### config.mk
export PLATFORM = sky130hd
export DESIGN_NAME = logic_unit_sched
export DESIGN_NICKNAME = d
export VERILOG_FILES = /design/src/rtl/logic_unit_sched.sv
export SDC_FILE = /design/constraint.sdc
export NUM_CORES = 1
export LEC_CHECK = 0
export CORE_MARGIN = 2
export CORE_UTILIZATION = 44
export DETAILED_ROUTE_END_ITERATION = 10
export PLACE_DENSITY = 0.82
export SLEW_MARGIN = 15
export SYNTH_ARGS = -nofsm -noshare
export SYNTH_HDL_FRONTEND = slang
export SYNTH_SLANG_ARGS = --single-unit
### constraint.sdc
create_clock -name clk -period 2.11 [get_ports clk]
set_input_delay 0.3165 -clock clk [delete_from_list [all_inputs] [get_ports clk]]
set_output_delay 0.3165 -clock clk [all_outputs]
set_load 0.005 [all_outputs]
### src/rtl/logic_unit_sched.sv
// Round-robin scheduler sharing one bitwise logic unit between two requesters.
// Optional grant counters are built when PERF_CNT_EN is defined.
module logic_unit_sched #(
  parameter int WIDTH      = 4,
  parameter int SETTLE_CYC = 1
`ifdef PERF_CNT_EN
  ,
  parameter int CNT_W      = 8
`endif
) (
  input  logic               clk,
  input  logic               reset,
  input  logic               req0_valid,
  output logic               req0_ready,
  input  logic [WIDTH-1:0]   req0_a,
  input  logic [WIDTH-1:0]   req0_b,
  input  logic [2:0]         req0_op,
  input  logic               req1_valid,
  output logic               req1_ready,
  input  logic [WIDTH-1:0]   req1_a,
  input  logic [WIDTH-1:0]   req1_b,
  input  logic [2:0]         req1_op,
  output logic [WIDTH-1:0]   lu_a,
  output logic [WIDTH-1:0]   lu_b,
  input  logic [5*WIDTH-1:0] lu_y,
  output logic               rsp_valid,
  input  logic               rsp_ready,
  output logic               rsp_id,
  output logic [WIDTH-1:0]   rsp_data,
  output logic               rsp_err,
  output logic               busy
`ifdef PERF_CNT_EN
  ,
  output logic [CNT_W-1:0]   grant_cnt0,
  output logic [CNT_W-1:0]   grant_cnt1
`endif
);

  typedef enum logic [1:0] {
    IDLE  = 2'd0,
    DRIVE = 2'd1,
    RESP  = 2'd2
  } state_t;

  localparam logic [3:0] SETTLE_LAST = 4'(SETTLE_CYC - 1);

  state_t      state_r;
  logic [2:0]  op_r;
  logic        id_r;
  logic        last_id_r;
  logic [3:0]  settle_cnt_r;
  logic        accept_s;
  logic        win_id_s;
  logic [WIDTH:0] result_s;

  // Returns {err, data}: the selected result slice, or zero with err set for op codes 5..7.
  function automatic logic [WIDTH:0] select_result(input logic [2:0] op,
                                                   input logic [5*WIDTH-1:0] y);
    logic [WIDTH:0] r;
    case (op)
      3'd0:    r = {1'b0, y[0*WIDTH +: WIDTH]};
      3'd1:    r = {1'b0, y[1*WIDTH +: WIDTH]};
      3'd2:    r = {1'b0, y[2*WIDTH +: WIDTH]};
      3'd3:    r = {1'b0, y[3*WIDTH +: WIDTH]};
      3'd4:    r = {1'b0, y[4*WIDTH +: WIDTH]};
      default: r = {1'b1, {WIDTH{1'b0}}};
    endcase
    return r;
  endfunction

  // Round-robin grant: a lone requester wins, a tie goes to the one not served last.
  always_comb begin
    req0_ready = 1'b0;
    req1_ready = 1'b0;
    if (state_r == IDLE) begin
      req0_ready = req0_valid && (!req1_valid || last_id_r);
      req1_ready = req1_valid && (!req0_valid || !last_id_r);
    end else begin
      req0_ready = 1'b0;
      req1_ready = 1'b0;
    end
  end

  assign accept_s = req0_ready || req1_ready;
  assign win_id_s = req1_ready;
  assign result_s = select_result(op_r, lu_y);

  // Scheduler FSM with all outputs registered.
  always_ff @(posedge clk) begin
    if (reset) begin
      state_r      <= IDLE;
      op_r         <= 3'd0;
      id_r         <= 1'b0;
      last_id_r    <= 1'b1;
      settle_cnt_r <= 4'd0;
      lu_a         <= {WIDTH{1'b0}};
      lu_b         <= {WIDTH{1'b0}};
      rsp_valid    <= 1'b0;
      rsp_id       <= 1'b0;
      rsp_data     <= {WIDTH{1'b0}};
      rsp_err      <= 1'b0;
      busy         <= 1'b0;
    end else begin
      case (state_r)
        IDLE: begin
          if (accept_s) begin
            op_r         <= win_id_s ? req1_op : req0_op;
            lu_a         <= win_id_s ? req1_a : req0_a;
            lu_b         <= win_id_s ? req1_b : req0_b;
            id_r         <= win_id_s;
            last_id_r    <= win_id_s;
            settle_cnt_r <= 4'd0;
            busy         <= 1'b1;
            state_r      <= DRIVE;
          end
        end
        DRIVE: begin
          if (settle_cnt_r == SETTLE_LAST) begin
            rsp_data  <= result_s[WIDTH-1:0];
            rsp_err   <= result_s[WIDTH];
            rsp_id    <= id_r;
            rsp_valid <= 1'b1;
            state_r   <= RESP;
          end else begin
            settle_cnt_r <= settle_cnt_r + 4'd1;
          end
        end
        RESP: begin
          if (rsp_ready) begin
            rsp_valid <= 1'b0;
            rsp_err   <= 1'b0;
            busy      <= 1'b0;
            state_r   <= IDLE;
          end
        end
        default: begin
          state_r   <= IDLE;
          rsp_valid <= 1'b0;
          rsp_err   <= 1'b0;
          busy      <= 1'b0;
        end
      endcase
    end
  end

`ifdef PERF_CNT_EN
  // Saturating per-requester accept counters.
  always_ff @(posedge clk) begin
    if (reset) begin
      grant_cnt0 <= {CNT_W{1'b0}};
      grant_cnt1 <= {CNT_W{1'b0}};
    end else begin
      if (req0_ready && grant_cnt0 != {CNT_W{1'b1}}) begin
        grant_cnt0 <= grant_cnt0 + {{(CNT_W-1){1'b0}}, 1'b1};
      end
      if (req1_ready && grant_cnt1 != {CNT_W{1'b1}}) begin
        grant_cnt1 <= grant_cnt1 + {{(CNT_W-1){1'b0}}, 1'b1};
      end
    end
  end
`endif

endmodule

==> flow_results.xml, run 1 <==
<?xml version="1.0" encoding="UTF-8"?>
<metrics>
  <group name="place">
    <metric name="placed_cells" unit="">255</metric>
    <metric name="portBuffers" unit="">64</metric>
    <metric name="placement.setup.worst_slack" unit="ps">155</metric>
    <metric name="detailedPlacementHpwl" unit="mm">2.76</metric>
    <metric name="gp_congestion" unit="">0.799</metric>
  </group>
  <group name="setup_path">
    <metric name="crit_required" unit="ps">1790</metric>
    <metric name="critPathBufInv" unit="">1</metric>
    <metric name="cpLargestDelayFamily" unit="">buffers and inverters</metric>
    <metric name="worstPathCellList" unit="">nor2_4 -&gt; nand2_1 -&gt; a21oi_1 -&gt; clkdlybuf4s50_1</metric>
    <metric name="setup.worst_path.end_class" unit="">output port</metric>
    <metric name="timing.critical_path.slowest_cell_delay" unit="ps">510</metric>
    <metric name="critical_path_arrival" unit="ps">1650</metric>
    <metric name="reg2reg_slack" unit="ps">490</metric>
    <metric name="path_class" unit="">reg -&gt; out</metric>
    <metric name="slowest_stage" unit="">sky130_fd_sc_hd__clkdlybuf4s50_1</metric>
    <metric name="regToRegEndpoint" unit="">rsp_data[2]</metric>
    <metric name="rr_startpoint" unit="">settle_cnt_r[0]</metric>
    <metric name="worst_r2r_path_depth" unit="">6</metric>
    <metric name="timing.critical_path.from_type" unit="">flip-flop</metric>
    <metric name="worst_path_max_fanout" unit="">7</metric>
  </group>
  <group name="drt">
    <metric name="dr.pass1.iters" unit="">4</metric>
    <metric name="remaining_drc_errors" unit="">0</metric>
    <metric name="dr_total_vias" unit="">1346</metric>
    <metric name="totalWireLength" unit="mm">3.48</metric>
    <metric name="via_per_inst" unit="">5.18</metric>
    <metric name="detailedRoute.firstIterationViolations" unit="">53</metric>
    <metric name="post_drt_wl_per_cell" unit="µm">13.4</metric>
    <metric name="detail-route-antenna-nets" unit="">0</metric>
  </group>
  <group name="min_path">
    <metric name="hold_path_depth" unit="">2</metric>
    <metric name="timing.hold.worst.class" unit="">reg -&gt; reg</metric>
    <metric name="hp-start" unit="">rsp_data[3]</metric>
    <metric name="worst_hold_path.endpoint" unit="">rsp_data[3]</metric>
  </group>
  <group name="synthesis">
    <metric name="ys_ff_latch" unit="">27</metric>
    <metric name="netlist_instances" unit="">154</metric>
    <metric name="yosys_most_used_dff" unit="">sky130_fd_sc_hd__dfxtp_1</metric>
    <metric name="synth_async_sr_flop_share" unit="%">0</metric>
    <metric name="synth_largest_type_area_fraction" unit="%">38.5</metric>
    <metric name="syn_area" unit="µm²">1400</metric>
    <metric name="synth_warnings" unit="">0</metric>
    <metric name="ys_seq_area_share" unit="%">38.5</metric>
    <metric name="synth_fp_nets" unit="">203</metric>
    <metric name="synth_enable_flop_cells" unit="">0</metric>
    <metric name="distinct_cell_type_count_of_the_synthesized_netlist" unit="">41</metric>
    <metric name="ys_top_cells_by_area" unit="">sky130_fd_sc_hd__dfxtp_1 (39%), sky130_fd_sc_hd__mux2i_1 (12%), sky130_fd_sc_hd__a211oi_1 (5.9%), sky130_fd_sc_hd__nor2_1 (5.3%), sky130_fd_sc_hd__a21oi_1 (3.6%)</metric>
    <metric name="syn-mean-instance-area" unit="µm²">9.12</metric>
    <metric name="synth_largest_area_cell" unit="">sky130_fd_sc_hd__dfxtp_1</metric>
  </group>
  <group name="grt">
    <metric name="grt_first_pass_wirelength" unit="mm">5.53</metric>
    <metric name="globalRouteTotalUtil" unit="%">20.0</metric>
    <metric name="initial_antenna_violation_count" unit="">0</metric>
    <metric name="via_count_of_the_first_global_routing_pass" unit="">1313</metric>
    <metric name="maximum_number_of_pins_on_one_net_before_global_route_repair" unit="">24</metric>
    <metric name="grt_overflow_total" unit="">0</metric>
  </group>
  <group name="sta">
    <metric name="rsz_0062_raised_after_global_routing" unit="">false</metric>
    <metric name="relSlewSlack" unit="%">59.0</metric>
    <metric name="worst_margin_pin_slew" unit="ps">613</metric>
    <metric name="hold-worst-slack" unit="ps">475</metric>
    <metric name="timing.clock.skew" unit="ps">5.37</metric>
    <metric name="timing.fmax" unit="MHz">509</metric>
    <metric name="layout_worst_path_cycle_share" unit="%">93.1</metric>
    <metric name="slew_viol_final" unit="">0</metric>
    <metric name="report.final.hold_viol_count" unit="">0</metric>
    <metric name="setup_total_negative_slack" unit="ps">0</metric>
    <metric name="period_minus_slack" unit="ps">1970</metric>
    <metric name="finalWorstSetupSlack" unit="ps">145</metric>
    <metric name="setup-violations-final" unit="">0</metric>
  </group>
  <group name="final_layout">
    <metric name="fin_nets" unit="">266</metric>
    <metric name="post_route_cells_drive_above_1_share" unit="%">8.33</metric>
    <metric name="most_frequent_cells_in_the_layout" unit="">sky130_fd_sc_hd__clkdlybuf4s50_1 (64), sky130_fd_sc_hd__dfxtp_1 (25), sky130_fd_sc_hd__nor2_1 (20)</metric>
    <metric name="number_of_standard_cells_in_the_final_layout_excluding_fillers" unit="">260</metric>
    <metric name="final_util" unit="%">68.9</metric>
    <metric name="area_growth_syn_to_layout" unit="%">49.9</metric>
    <metric name="filler_cell_count" unit="">267</metric>
    <metric name="layout_commonest_cell" unit="">sky130_fd_sc_hd__clkdlybuf4s50_1</metric>
    <metric name="antennaDiodeCount" unit="">0</metric>
  </group>
  <group name="clocking">
    <metric name="cts_max_path_buffers" unit="">2</metric>
    <metric name="cts_root_buffer" unit="">sky130_fd_sc_hd__clkbuf_4</metric>
    <metric name="clk_pin_slew" unit="ps">140</metric>
    <metric name="clkSinkCount" unit="">27</metric>
    <metric name="cts_inserted_buffers" unit="">3</metric>
    <metric name="cts_tree" unit="">built</metric>
    <metric name="cts.hold.buffers_added" unit="">0</metric>
    <metric name="htreeDepth" unit="">1</metric>
    <metric name="clk-insertion-delay-late" unit="ps">320</metric>
  </group>
  <group name="floorplanning">
    <metric name="row_count" unit="">20</metric>
    <metric name="die_h" unit="µm">60.5</metric>
    <metric name="start_util" unit="%">46.0</metric>
    <metric name="die_area" unit="µm²">3660</metric>
    <metric name="ios" unit="">65</metric>
    <metric name="placeableCoreArea" unit="µm²">3050</metric>
    <metric name="die_w" unit="µm">60.5</metric>
  </group>
  <group name="pwr">
    <metric name="cellLeakagePower" unit="µW">0.000853</metric>
    <metric name="p_per_area" unit="nW/µm²">580</metric>
    <metric name="ir_drop_worst_vdd" unit="V">0.000359</metric>
  </group>
  <group name="run">
    <metric name="max_cap_viol" unit="">0</metric>
  </group>
  <group name="status">
    <metric name="outcome" unit="">complete, no violations</metric>
  </group>
</metrics>
synth_stat cells (2+ instances only):
cell,number
sky130_fd_sc_hd__nand2_1,12
sky130_fd_sc_hd__clkbuf_1,3
sky130_fd_sc_hd__nor3_1,2
sky130_fd_sc_hd__dfxtp_1,27
sky130_fd_sc_hd__nand3b_1,5
sky130_fd_sc_hd__nand3_1,2
sky130_fd_sc_hd__ha_1,2
sky130_fd_sc_hd__a211oi_1,11
sky130_fd_sc_hd__buf_6,2
sky130_fd_sc_hd__a21oi_1,10
sky130_fd_sc_hd__and3_1,2
sky130_fd_sc_hd__o21ai_0,5
sky130_fd_sc_hd__inv_1,5
sky130_fd_sc_hd__buf_2,3
sky130_fd_sc_hd__o31ai_1,2
sky130_fd_sc_hd__nor2_1,20
sky130_fd_sc_hd__mux2i_1,17
stage by stage:
stage	total power, µW	area, µm²
after detailed placement	1010	2060
after global placement	993	2060
after floorplan	815	1400
after CTS	1230	2090
final	1220	2100
after global routing	1290	2100
worst max path at each step:
stage	start	end	cells after the start
2_1_floorplan	settle_cnt_r[0]	settle_cnt_r[0]	6
3_3_place_gp	req0_valid	req1_ready	5
3_5_place_dp	req0_valid	req0_ready	4
4_1_cts	state_r[1]	req0_ready	4
5_1_grt	state_r[0]	req0_ready	4
6_report	state_r[0]	req0_ready	4
flip-flops by register name, summed over array words and instances, names as in the netlist:
name	flops
op_r	3
state_r	2
rsp_id	1
last_id_r	1
lu_a	4
settle_cnt_r	4
lu_b	4
rsp_err	1
busy	1
id_r	1
rsp_valid	1
rsp_data	4
metal layers:
metal | wire (µm) | part of all wire, % | GRT usage [%]
met5 | 0 | 0 | 0
met4 | 19 | 0.55 | 6.52
met3 | 309 | 8.9 | 4.26
met2 | 1670 | 48 | 37.0
met1 | 1480 | 43 | 22.8
kinds of logic (layout without fill, tap and decap cells):
kind of cell | Yosys count | after routing | synth area share, %
and+or+nand+nor | 53 | 53 | 20.2
adders and majority gates | 2 | 2 | 1.78
AOI/OAI and AO/OA | 37 | 37 | 18.7
buffers and inverters | 15 | 77 | 5.61
xor gates and xnor gates | 1 | 1 | 0.624
muxes | 19 | 19 | 14.5
DFF | 27 | 27 | 38.5
worst min-delay path, delay by kind of cell (launching register included):
| family | cells | cell delay, ps |
|---|---|---|
| AOI/OAI and AO/OA | 1 | 60 |
| and+or+nand+nor | 1 | 50 |
| DFF | 1 | 340 |
area by class of cell:
type	instances	area, µm²	share of cell area [%]
Tap cell	44	55.1	2.62
Timing Repair Buffer	68	671	31.9
Clock buffer	3	22.5	1.07
Multi-Input combinational cell	112	790	37.5
Sequential cell	27	543	25.8
Clock inverter	1	5.00	0.238
Inverter	5	18.8	0.892
power by group:
group / internal (µW) / leakage (µW) / total [µW] / switching (µW)
logic: 238 / 0.000612 / 390 / 152
registers: 560 / 0.000223 / 613 / 52.6
clock network: 70.9 / 0.0000177 / 218 / 147
total: 869 / 0.000853 / 1220 / 352
what timing repair did:
| action | CTS | global route |
|---|---|---|
| gates resized for setup | 1 | 2 |
| pin swaps | 0 | 1 |
| setup endpoints to repair | 1 | 1 |
| buffers inserted | 0 | 1 |
Power figures use the tool's default switching activity.
==> inputs of run 2 (changes only) <==
CTS_CLUSTER_SIZE = 25   (was unset)
SKIP_LAST_GASP = 1   (was unset)
==> results of run 2 <==
No change in the layout: final DEF, timing and power equal those of run 1.
==> inputs of run 3 (changes only) <==
CAP_MARGIN = 10   (was unset)
CORE_MARGIN = 5   (was 2)
==> flow_results.xml, run 3 (synthesis gave the netlist of run 1 again) <==
<?xml version="1.0" encoding="UTF-8"?>
<metrics>
  <group name="grt">
    <metric name="initial_antenna_violation_count" unit="">0</metric>
    <metric name="grt_first_pass_wirelength" unit="mm">6.40</metric>
    <metric name="maximum_number_of_pins_on_one_net_before_global_route_repair" unit="">24</metric>
    <metric name="globalRouteTotalUtil" unit="%">18.4</metric>
    <metric name="grt_use_met2" unit="%">32.6</metric>
    <metric name="global_route.usage.met3" unit="%">6.41</metric>
    <metric name="via_count_of_the_first_global_routing_pass" unit="">1478</metric>
    <metric name="gr-max-usage-layer" unit="">met2</metric>
    <metric name="grt_overflow_total" unit="">0</metric>
    <metric name="groute.layer.met1.usage" unit="%">20.7</metric>
  </group>
  <group name="setup_path">
    <metric name="slowest_stage" unit="">sky130_fd_sc_hd__clkdlybuf4s50_1</metric>
    <metric name="critPathBufInv" unit="">1</metric>
    <metric name="cpLargestDelayFamily" unit="">buffers and inverters</metric>
    <metric name="path_class" unit="">reg -&gt; out</metric>
    <metric name="timing.critical_path.slowest_cell_delay" unit="ps">520</metric>
    <metric name="crit_required" unit="ps">1790</metric>
    <metric name="critical_path_arrival" unit="ps">1700</metric>
    <metric name="worst_path_max_fanout" unit="">7</metric>
    <metric name="timing.critical_path.from_type" unit="">flip-flop</metric>
    <metric name="setup.worst_path.end_class" unit="">output port</metric>
    <metric name="worstPathCellList" unit="">nor2_4 -&gt; nand2_1 -&gt; a21oi_1 -&gt; clkdlybuf4s50_1</metric>
  </group>
  <group name="final_layout">
    <metric name="filler_cell_count" unit="">277</metric>
    <metric name="post_route_cells_drive_above_1_share" unit="%">7.44</metric>
    <metric name="most_frequent_cells_in_the_layout" unit="">sky130_fd_sc_hd__clkdlybuf4s50_1 (64), sky130_fd_sc_hd__dfxtp_1 (26), sky130_fd_sc_hd__nor2_1 (20)</metric>
    <metric name="antennaDiodeCount" unit="">0</metric>
    <metric name="fin_nets" unit="">265</metric>
    <metric name="area_growth_syn_to_layout" unit="%">49.3</metric>
    <metric name="layout_commonest_cell" unit="">sky130_fd_sc_hd__clkdlybuf4s50_1</metric>
  </group>
  <group name="clocking">
    <metric name="cts_inserted_buffers" unit="">3</metric>
    <metric name="clk_pin_slew" unit="ps">150</metric>
    <metric name="cts_tree" unit="">built</metric>
    <metric name="post-cts-setup-buffer-count" unit="">0</metric>
    <metric name="cts_root_buffer" unit="">sky130_fd_sc_hd__clkbuf_4</metric>
    <metric name="cts_max_path_buffers" unit="">2</metric>
    <metric name="clk-insertion-delay-late" unit="ps">330</metric>
    <metric name="clkSinkCount" unit="">27</metric>
    <metric name="cts.hold.buffers_added" unit="">0</metric>
    <metric name="htreeDepth" unit="">1</metric>
  </group>
  <group name="status">
    <metric name="outcome" unit="">complete, no violations</metric>
  </group>
  <group name="sta">
    <metric name="setup_total_negative_slack" unit="ps">0</metric>
    <metric name="layout_worst_path_cycle_share" unit="%">95.5</metric>
    <metric name="timing.fmax" unit="MHz">496</metric>
    <metric name="period_minus_slack" unit="ps">2010</metric>
    <metric name="relSlewSlack" unit="%">71.1</metric>
    <metric name="timing.clock.skew" unit="ps">11.2</metric>
    <metric name="slew_viol_final" unit="">0</metric>
    <metric name="worst_margin_pin_slew" unit="ps">433</metric>
    <metric name="rsz_0062_raised_after_global_routing" unit="">false</metric>
    <metric name="setup-violations-final" unit="">0</metric>
    <metric name="report.final.hold_viol_count" unit="">0</metric>
  </group>
  <group name="pwr">
    <metric name="clock_power_share" unit="%">18.2</metric>
    <metric name="switching_share" unit="%">29.5</metric>
    <metric name="comb_pwr_share" unit="%">31.9</metric>
    <metric name="p_total" unit="µW">1230</metric>
    <metric name="power.net_switching" unit="µW">363</metric>
    <metric name="ir_drop_worst_vdd" unit="V">0.000344</metric>
    <metric name="internal_power" unit="µW">866</metric>
    <metric name="share_seq_of_total_power" unit="%">49.9</metric>
    <metric name="cellLeakagePower" unit="µW">0.000848</metric>
    <metric name="p_per_area" unit="nW/µm²">586</metric>
  </group>
  <group name="run">
    <metric name="max_cap_viol" unit="">0</metric>
  </group>
  <group name="floorplanning">
    <metric name="ios" unit="">65</metric>
    <metric name="row_count" unit="">20</metric>
    <metric name="die_area" unit="µm²">4420</metric>
    <metric name="die_h" unit="µm">66.5</metric>
    <metric name="placeableCoreArea" unit="µm²">3050</metric>
    <metric name="start_util" unit="%">46.0</metric>
    <metric name="die_w" unit="µm">66.5</metric>
  </group>
  <group name="min_path">
    <metric name="timing.hold.worst.class" unit="">reg -&gt; reg</metric>
  </group>
  <group name="drt">
    <metric name="remaining_drc_errors" unit="">0</metric>
    <metric name="via_per_inst" unit="">5.23</metric>
    <metric name="detailedRoute.firstIterationViolations" unit="">74</metric>
    <metric name="detail-route-antenna-nets" unit="">0</metric>
    <metric name="dr.pass1.iters" unit="">4</metric>
    <metric name="dr_total_vias" unit="">1355</metric>
    <metric name="totalWireLength" unit="mm">3.89</metric>
    <metric name="post_drt_wl_per_cell" unit="µm">15.0</metric>
  </group>
  <group name="place">
    <metric name="detailedPlacementHpwl" unit="mm">3.11</metric>
    <metric name="portBuffers" unit="">64</metric>
    <metric name="gp_congestion" unit="">0.822</metric>
  </group>
</metrics>
run 3: cell count changes in the layout (fill, tap and decap cells not counted), sizes merged:
cell	previous run	this run
buf	4	3
run 3: worst paths after layout:
path / depth (start not counted) / slack (ps) / to / from
min reg2reg: 2 / 470 / busy / busy
min: 2 / 470 / busy / busy
max: 4 / 100 / req0_ready / state_r[0]
max reg2reg: 6 / 460 / rsp_data[2] / settle_cnt_r[1]
run 3: power by group through the flow:
| stage | registers, µW | logic (µW) | clock network, µW |
|---|---|---|---|
| after CTS | 613 | 395 | 229 |
| final | 613 | 391 | 224 |
| after detailed placement | 622 | 391 | 0 |
| after floorplan | 600 | 214 | 0 |
| after global placement | 619 | 376 | 0 |
| after global routing | 621 | 429 | 251 |
run 3: metrics by stage:
step / worst slack [ps] / instances / area, µm² / hold slack (ps) / utilization [%]
finish: 95.4 / 259 / 2100 / 469 / 68.6
global route: 7.26 / 259 / 2100 / 498 / 68.6
CTS: 82.3 / 259 / 2090 / 470 / 68.6
detailed placement: 174 / 255 / 2060 / 450 / 67.5
global placement: 205 / 255 / 2060 / 448 / 67.5
floorplan: 738 / 154 / 1400 / 432 / -
run 3: layout make-up:
cell class                      instances  area, µm²  share of cell area [%]
Clock inverter                          1       5.00                   0.239
Inverter                                5       18.8                   0.896
Tap cell                               44       55.1                    2.63
Multi-Input combinational cell        112        790                    37.7
Clock buffer                            3       22.5                    1.07
Timing Repair Buffer                   67        663                    31.6
Sequential cell                        27        542                    25.9
run 3: tightest hold or removal path, cell delays in order (launching register included):
cell and delay, ps:
sky130_fd_sc_hd__dfxtp_1 340, sky130_fd_sc_hd__nand2_1 50, sky130_fd_sc_hd__a21oi_1 50
run 3: what timing repair did:
item                                    CTS  global route
endpoints found under the setup margin    1             1
cloned                                    0             0
resized for setup                         1             1
run 3: layer usage:
layer	vias up	part of all wire [%]	routed length (µm)
met4	0	1.2	46
met3	8	9.8	381
met1	609	41	1580
met5	-	0	0
met2	62	48	1880
li1	676	-	-
==> variant 1: new RTL, flow settings as in run 2 <==
Set the parameter `WIDTH` to 3 (it was 4).
--- a/src/rtl/logic_unit_sched.sv
+++ b/src/rtl/logic_unit_sched.sv
@@ -2,5 +2,5 @@
 // Optional grant counters are built when PERF_CNT_EN is defined.
 module logic_unit_sched #(
-  parameter int WIDTH      = 4,
+  parameter int WIDTH      = 3,
   parameter int SETTLE_CYC = 1
 `ifdef PERF_CNT_EN
Ports: changed (8 resized); port bits go from 65 to 53. The function was not compared with the original's and may differ.
==> variant 1 against run 2 <==
- register-to-register slack worse by 0.02 ns
- total power up 3.9%
- area after synthesis down 11%
- critical path depth unchanged
- maximum frequency down 1.3%
- routed wire length down 17%
- sequential cell count down 3
- sequential share of layout area up 0.83 points
- setup slack worse by 0.026 ns
- final area down 14%
- synthesized cell count down 7.8%
- first-iteration DRC count down 47%
- non-clock buffer count down 12
- largest cell class unchanged
- largest power group unchanged
==> variant 1: results (changes against run 2) <==
[power]
max-vdd-ir-drop_uv = 672  ; +87%
p_leak_nw = 0.743  ; -13%
p_switching_w = 0.000410  ; +16%

[yosys]
synth_xor_area_share_pct = 0  ; -0.62 points
synth_fa_ha_area_share_pct = 2.01  ; +0.22 points
synth.area.top_cells = dfxtp_1 39%, mux2i_1 10%, nor2_1 4.5%, a21oi_1 4.4%, a211oi_1 4.2%
yosysSeqAreaShare_pct = 38.5  ; about the same
synth_compound_area_share_pct = 20.9  ; +2.1 points
ys_types = 37  ; -9.8%
synth_mux_area_share_pct = 10.4  ; -4.1 points
yosysWarnings = 0  ; unchanged
synth_nets = 182  ; -10%
synth_commonest_cells = 24 x dfxtp_1, 15 x nor2_1, 13 x mux2i_1, 13 x nand2_1, 11 x a21oi_1

[layout]
largest_register_ffs = 4
drive_above_1_share_pct = 8.29  ; -0.043 points
diodes = 0  ; unchanged
fillers = 226  ; -15%
fin_nets = 235  ; -12%

[clock_tree]
cts_buffers = 3  ; unchanged
clockRootBuffer = clkbuf_4
clk_pin_slew_ns = 0.12  ; -0.02 ns
ctsResizeCount = 0  ; -1

[timing]
setup_viol = 0  ; unchanged
worst_slew_pin_slew_ns = 0.427  ; -0.186 ns
finClkSkew_ns = 0.00327  ; -0.00210 ns

[place]
dp_hpwl_mm = 2.28  ; -17%
portBuffers = 52  ; -19%
place_congestion = 0.738  ; -7.6%
place_ws_ns = 0.218  ; +0.0627 ns

[detailed_routing]
wl_per_cell_microns = 12.9  ; -3.9%
drt_iter0_markers = 28  ; -47%
vias_per_cell = 5.39  ; +4.2%

[critical_path]
cp_max_fo = 6  ; -1
timing.critical_path.from = state_r[0]$_SDFFE_PP0P_
timing.rr.start = settle_cnt_r[0]$_SDFFE_PP0P_
crit_slowest_cell = clkdlybuf4s50_1
max_stage_delay_ns = 0.51  ; about the same
arrival_ns = 1.67  ; +0.02 ns

[global_routing]
grt_max_degree = 19  ; -21%
grt_pass1_vias = 1150  ; -12%
grt_pass1_wl_mm = 4.73  ; -14%
grt_use_total_pct = 18.2  ; -1.8 points

[min_path]
hp-class = flop to flop
hold_start = rsp_err$_SDFFE_PP0P_

[status]
outcome = completed

## variant 1: cell count changes after synthesis, sizes merged, moves of 3 or more
cell / delta
a21oi: +3
nor2: -5
dfxtp: -3
mux2i: -4
o21ai: +4
## variant 1: worst reg2reg max path, delay by kind of cell, from the launching register on
family,cells,cell delay (ns)
flops,1,0.37
compound gates,2,0.30
fa+ha+maj,1,0.16
simple gates,2,0.69
buf+inv,1,0.07
## variant 1: through the flow
step | std cells | utilization (%) | hold slack, ns | area (sq um)
floorplan | 142 | - | 0.381 | 1250
global placement | 221 | 65.2 | 0.445 | 1780
detailed placement | 221 | 65.2 | 0.450 | 1780
CTS | 224 | 66.0 | 0.468 | 1800
global route | 224 | 66.0 | 0.494 | 1800
finish | 224 | 66.0 | 0.470 | 1800
## variant 1: power groups by stage
| stage | sequential, W | clock, W | combinational, W |
|---|---|---|---|
| after floorplan | 0.000575 | 0 | 0.000300 |
| after global placement | 0.000592 | 0 | 0.000467 |
| after detailed placement | 0.000599 | 0 | 0.000481 |
| after CTS | 0.000588 | 0.000203 | 0.000484 |
| after global routing | 0.000600 | 0.000224 | 0.000525 |
| final | 0.000588 | 0.000200 | 0.000481 |
## variant 1: cells by family after synthesis
kind of cell | Yosys count
and+or+nand+nor | 51
AOI/OAI and AO/OA | 39
adders and majority gates | 2
muxes | 13
DFF | 24
buffers and inverters | 13
## variant 1: metal layers
| metal | share of wire (%) | track usage (%) |
|---|---|---|
| met4 | 0.83 | 3.65 |
| met2 | 52 | 33.8 |
| met5 | 0 | 0 |
| met3 | 8.0 | 6.80 |
| met1 | 40 | 19.7 |
## variant 1: final cells by class
cell class / count / area, sq um / area share [%]
tap: 31 / 38.8 / 2.15
clock buffer: 3 / 22.5 / 1.25
inverter: 5 / 18.8 / 1.04
timing repair buffer: 56 / 551 / 30.5
multi-input combinational: 105 / 693 / 38.4
sequential: 24 / 480 / 26.6
## variant 1: worst paths after layout
path	end	slack, ns	cells after the start
max	req0_ready	0.12	4
min reg2reg	rsp_err$_SDFFE_PP0P_	0.47	2
max reg2reg	rsp_err$_SDFFE_PP0P_	0.47	6
min	rsp_err$_SDFFE_PP0P_	0.47	2
==> variant 2: new RTL, settings of run 2 <==
Without the edit above. The 3 states of `state_t` get a one-hot encoding in 3 bits.
--- a/src/rtl/logic_unit_sched.sv
+++ b/src/rtl/logic_unit_sched.sv
@@ -37,8 +37,8 @@
 );
 
-  typedef enum logic [1:0] {
-    IDLE  = 2'd0,
-    DRIVE = 2'd1,
-    RESP  = 2'd2
+  typedef enum logic [2:0] {
+    IDLE  = 3'b001,
+    DRIVE = 3'b010,
+    RESP  = 3'b100
   } state_t;
 
Formal check against the unedited RTL: same outputs for any inputs over 10 cycles, from zero or initial values and one cycle with reset high; not proved beyond that.
==> variant 2 against run 2 <==
- sequential cell count increased by 1
- global-route usage increased by 0.54 points
- setup slack improved by 0.16 ns
- cell count increased by 3.1%
- total power increased by 47%
- routed wire length increased by 4.4%
- die area increased by 2.1%
- sequential share of layout area increased by 0.43 points
- maximum frequency increased by 8.6%
- sequential power increased by 19%
- critical path depth increased by 2
- utilization increased by 1.9 points
- highest routed layer unchanged
- largest cell class unchanged
- final area increased by 3.6%
- area after synthesis increased by 2.2%
- critical path type unchanged
==> variant 2: results (changes against run 2) <==
[detailed_routing]
vias = 1398  ; +3.9%
vias_per_cell = 5.22  ; +0.76%
drt_iter0_markers = 30  ; -43%
wl_mm = 3.63  ; +4.4%
firstDrtPassIters = 4  ; unchanged

[timing]
finClkSkew_ns = 0.00927  ; +0.00390 ns
worst_slew_pin_slew_ns = 0.465  ; -0.147 ns
timing.fmax_mhz = 553  ; +8.6%

[yosys]
synth.area.top_cells = dfxtp_1 39%, mux2i_1 14%, a21oi_1 5.2%, o21ai_0 5.2%, nor3_1 4.2%
synth_nets = 209  ; +3.0%
syn_area_per_cell_sq_um = 8.97  ; -1.6%
synth_commonest_cells = 28 x dfxtp_1, 20 x mux2i_1, 15 x a21oi_1, 15 x o21ai_0, 14 x nor2_1
yosysSeqAreaShare_pct = 39.1  ; +0.56 points
ys_async_sr_fraction_pct = 0  ; unchanged
ys_types = 33  ; -20%

[critical_path]
arrival_ns = 1.49  ; -0.16 ns
rr_worst_depth = 6  ; unchanged
r2r-end = rsp_err$_SDFFE_PP0P_
crit_slowest_cell = dfxtp_4
max_stage_delay_ns = 0.40  ; -0.11 ns
timing.critical_path.from = state_r[1]$_SDFFE_PP0P_
timing.rr.start = settle_cnt_r[0]$_SDFFE_PP0P_
cp_max_fo = 6  ; -1
ff2ff_setup_slack_ns = 0.32  ; -0.17 ns

[min_path]
whs_endpoint = state_r[2]$_SDFFE_PP0P_
hold_start = state_r[0]$_SDFFE_PP1P_
hold_depth = 1  ; -1

[place]
dp_hpwl_mm = 2.73  ; -1.1%
dp_cells = 260  ; +2.0%
place_congestion = 0.705  ; -12%

[power]
internal_power_w = 0.00123  ; +41%
p_leak_nw = 0.894  ; +4.9%
max-vdd-ir-drop_uv = 562  ; +57%

[clock_tree]
clock_latency_ns = 0.33
clk_pin_slew_ns = 0.16  ; +0.02 ns
cts-htree-levels = 1  ; unchanged
cts_buffers = 3  ; unchanged

[layout]
drive_above_1_share_pct = 9.38  ; +1.0 points
fin_nets = 274  ; +3.0%

[global_routing]
grt_pass1_wl_mm = 5.72  ; +3.5%
grt_max_degree = 30  ; +25%
grt_antenna_before_repair = 0  ; unchanged
grt_pass1_vias = 1317  ; +0.30%
grt_use_total_pct = 20.5  ; +0.54 points

[status]
outcome = completed

-- variant 2: power groups by stage --
stage	clock network, W	logic, W	registers (W)
final	0.000356	0.000710	0.000727
after global routing	0.000393	0.000773	0.000742
after CTS	0.000364	0.000684	0.000724
after detailed placement	0	0.000650	0.000732
after global placement	0	0.000632	0.000726
after floorplan	0	0.000426	0.000701
-- variant 2: layer usage --
layer | track usage [%] | wire (microns) | up-vias
met2 | 34.3 | 1790 | 59
met5 | 0 | 0 | -
li1 | - | - | 697
met1 | 25.4 | 1530 | 638
met3 | 4.83 | 280 | 4
met4 | 8.07 | 27 | 0
-- variant 2: per-stage QoR --
| stage | power (W) | setup slack [ns] | cell area [sq um] | hold slack [ns] |
|---|---|---|---|---|
| after floorplan | 0.00113 | 0.642 | 1440 | 0.431 |
| after global placement | 0.00136 | 0.220 | 2080 | 0.440 |
| after detailed placement | 0.00138 | 0.147 | 2080 | 0.452 |
| after CTS | 0.00177 | 0.00182 | 2150 | 0.472 |
| after global routing | 0.00191 | 0.201 | 2180 | 0.473 |
| final | 0.00179 | 0.300 | 2180 | 0.460 |
-- variant 2: critical path, delay by kind of cell, from the launching register on --
kind                   cells  cell delay [ns]
AND/OR/NAND/NOR            2             0.31
flip-flops                 1             0.40
buffers and inverters      4             0.45
-- variant 2: worst max-delay path by stage --
| stage | endpoint | slack (ns) |
|---|---|---|
| finish | req1_ready | 0.30 |
| global route | req1_ready | 0.20 |
| CTS | req1_ready | 0.002 |
| detailed placement | req0_ready | 0.15 |
| global placement | req1_ready | 0.22 |
| floorplan | rsp_err$_SDFFE_PP0P_ | 0.64 |
-- variant 2: cell type report --
cell class | instances | area, sq um
flip-flops and latches | 28 | 572
fillers | 249 | 898
repair buffers | 70 | 691
inverters | 7 | 26.3
multi-input cells | 115 | 783
well taps | 44 | 55.1
clock inverters | 1 | 30.0
clock buffers | 3 | 22.5
-- variant 2: kinds of logic (layout without fill, tap and decap cells) --
group,count (synthesis),count (layout),synth area share (%)
muxes,21,21,14.7
DFF,28,28,39.1
AOI/OAI and AO/OA,40,40,16.6
buffers and inverters,17,81,6.54
xor gates and xnor gates,2,2,1.22
adders and majority gates,2,2,1.74
and+or+nand+nor,50,50,20.1
-- variant 2: repair_timing --
item / in CTS / in global routing
pin swaps: 0 / 1
setup buffers: 2 / 2
setup endpoints to repair: 2 / 2
resized for setup: 2 / 7
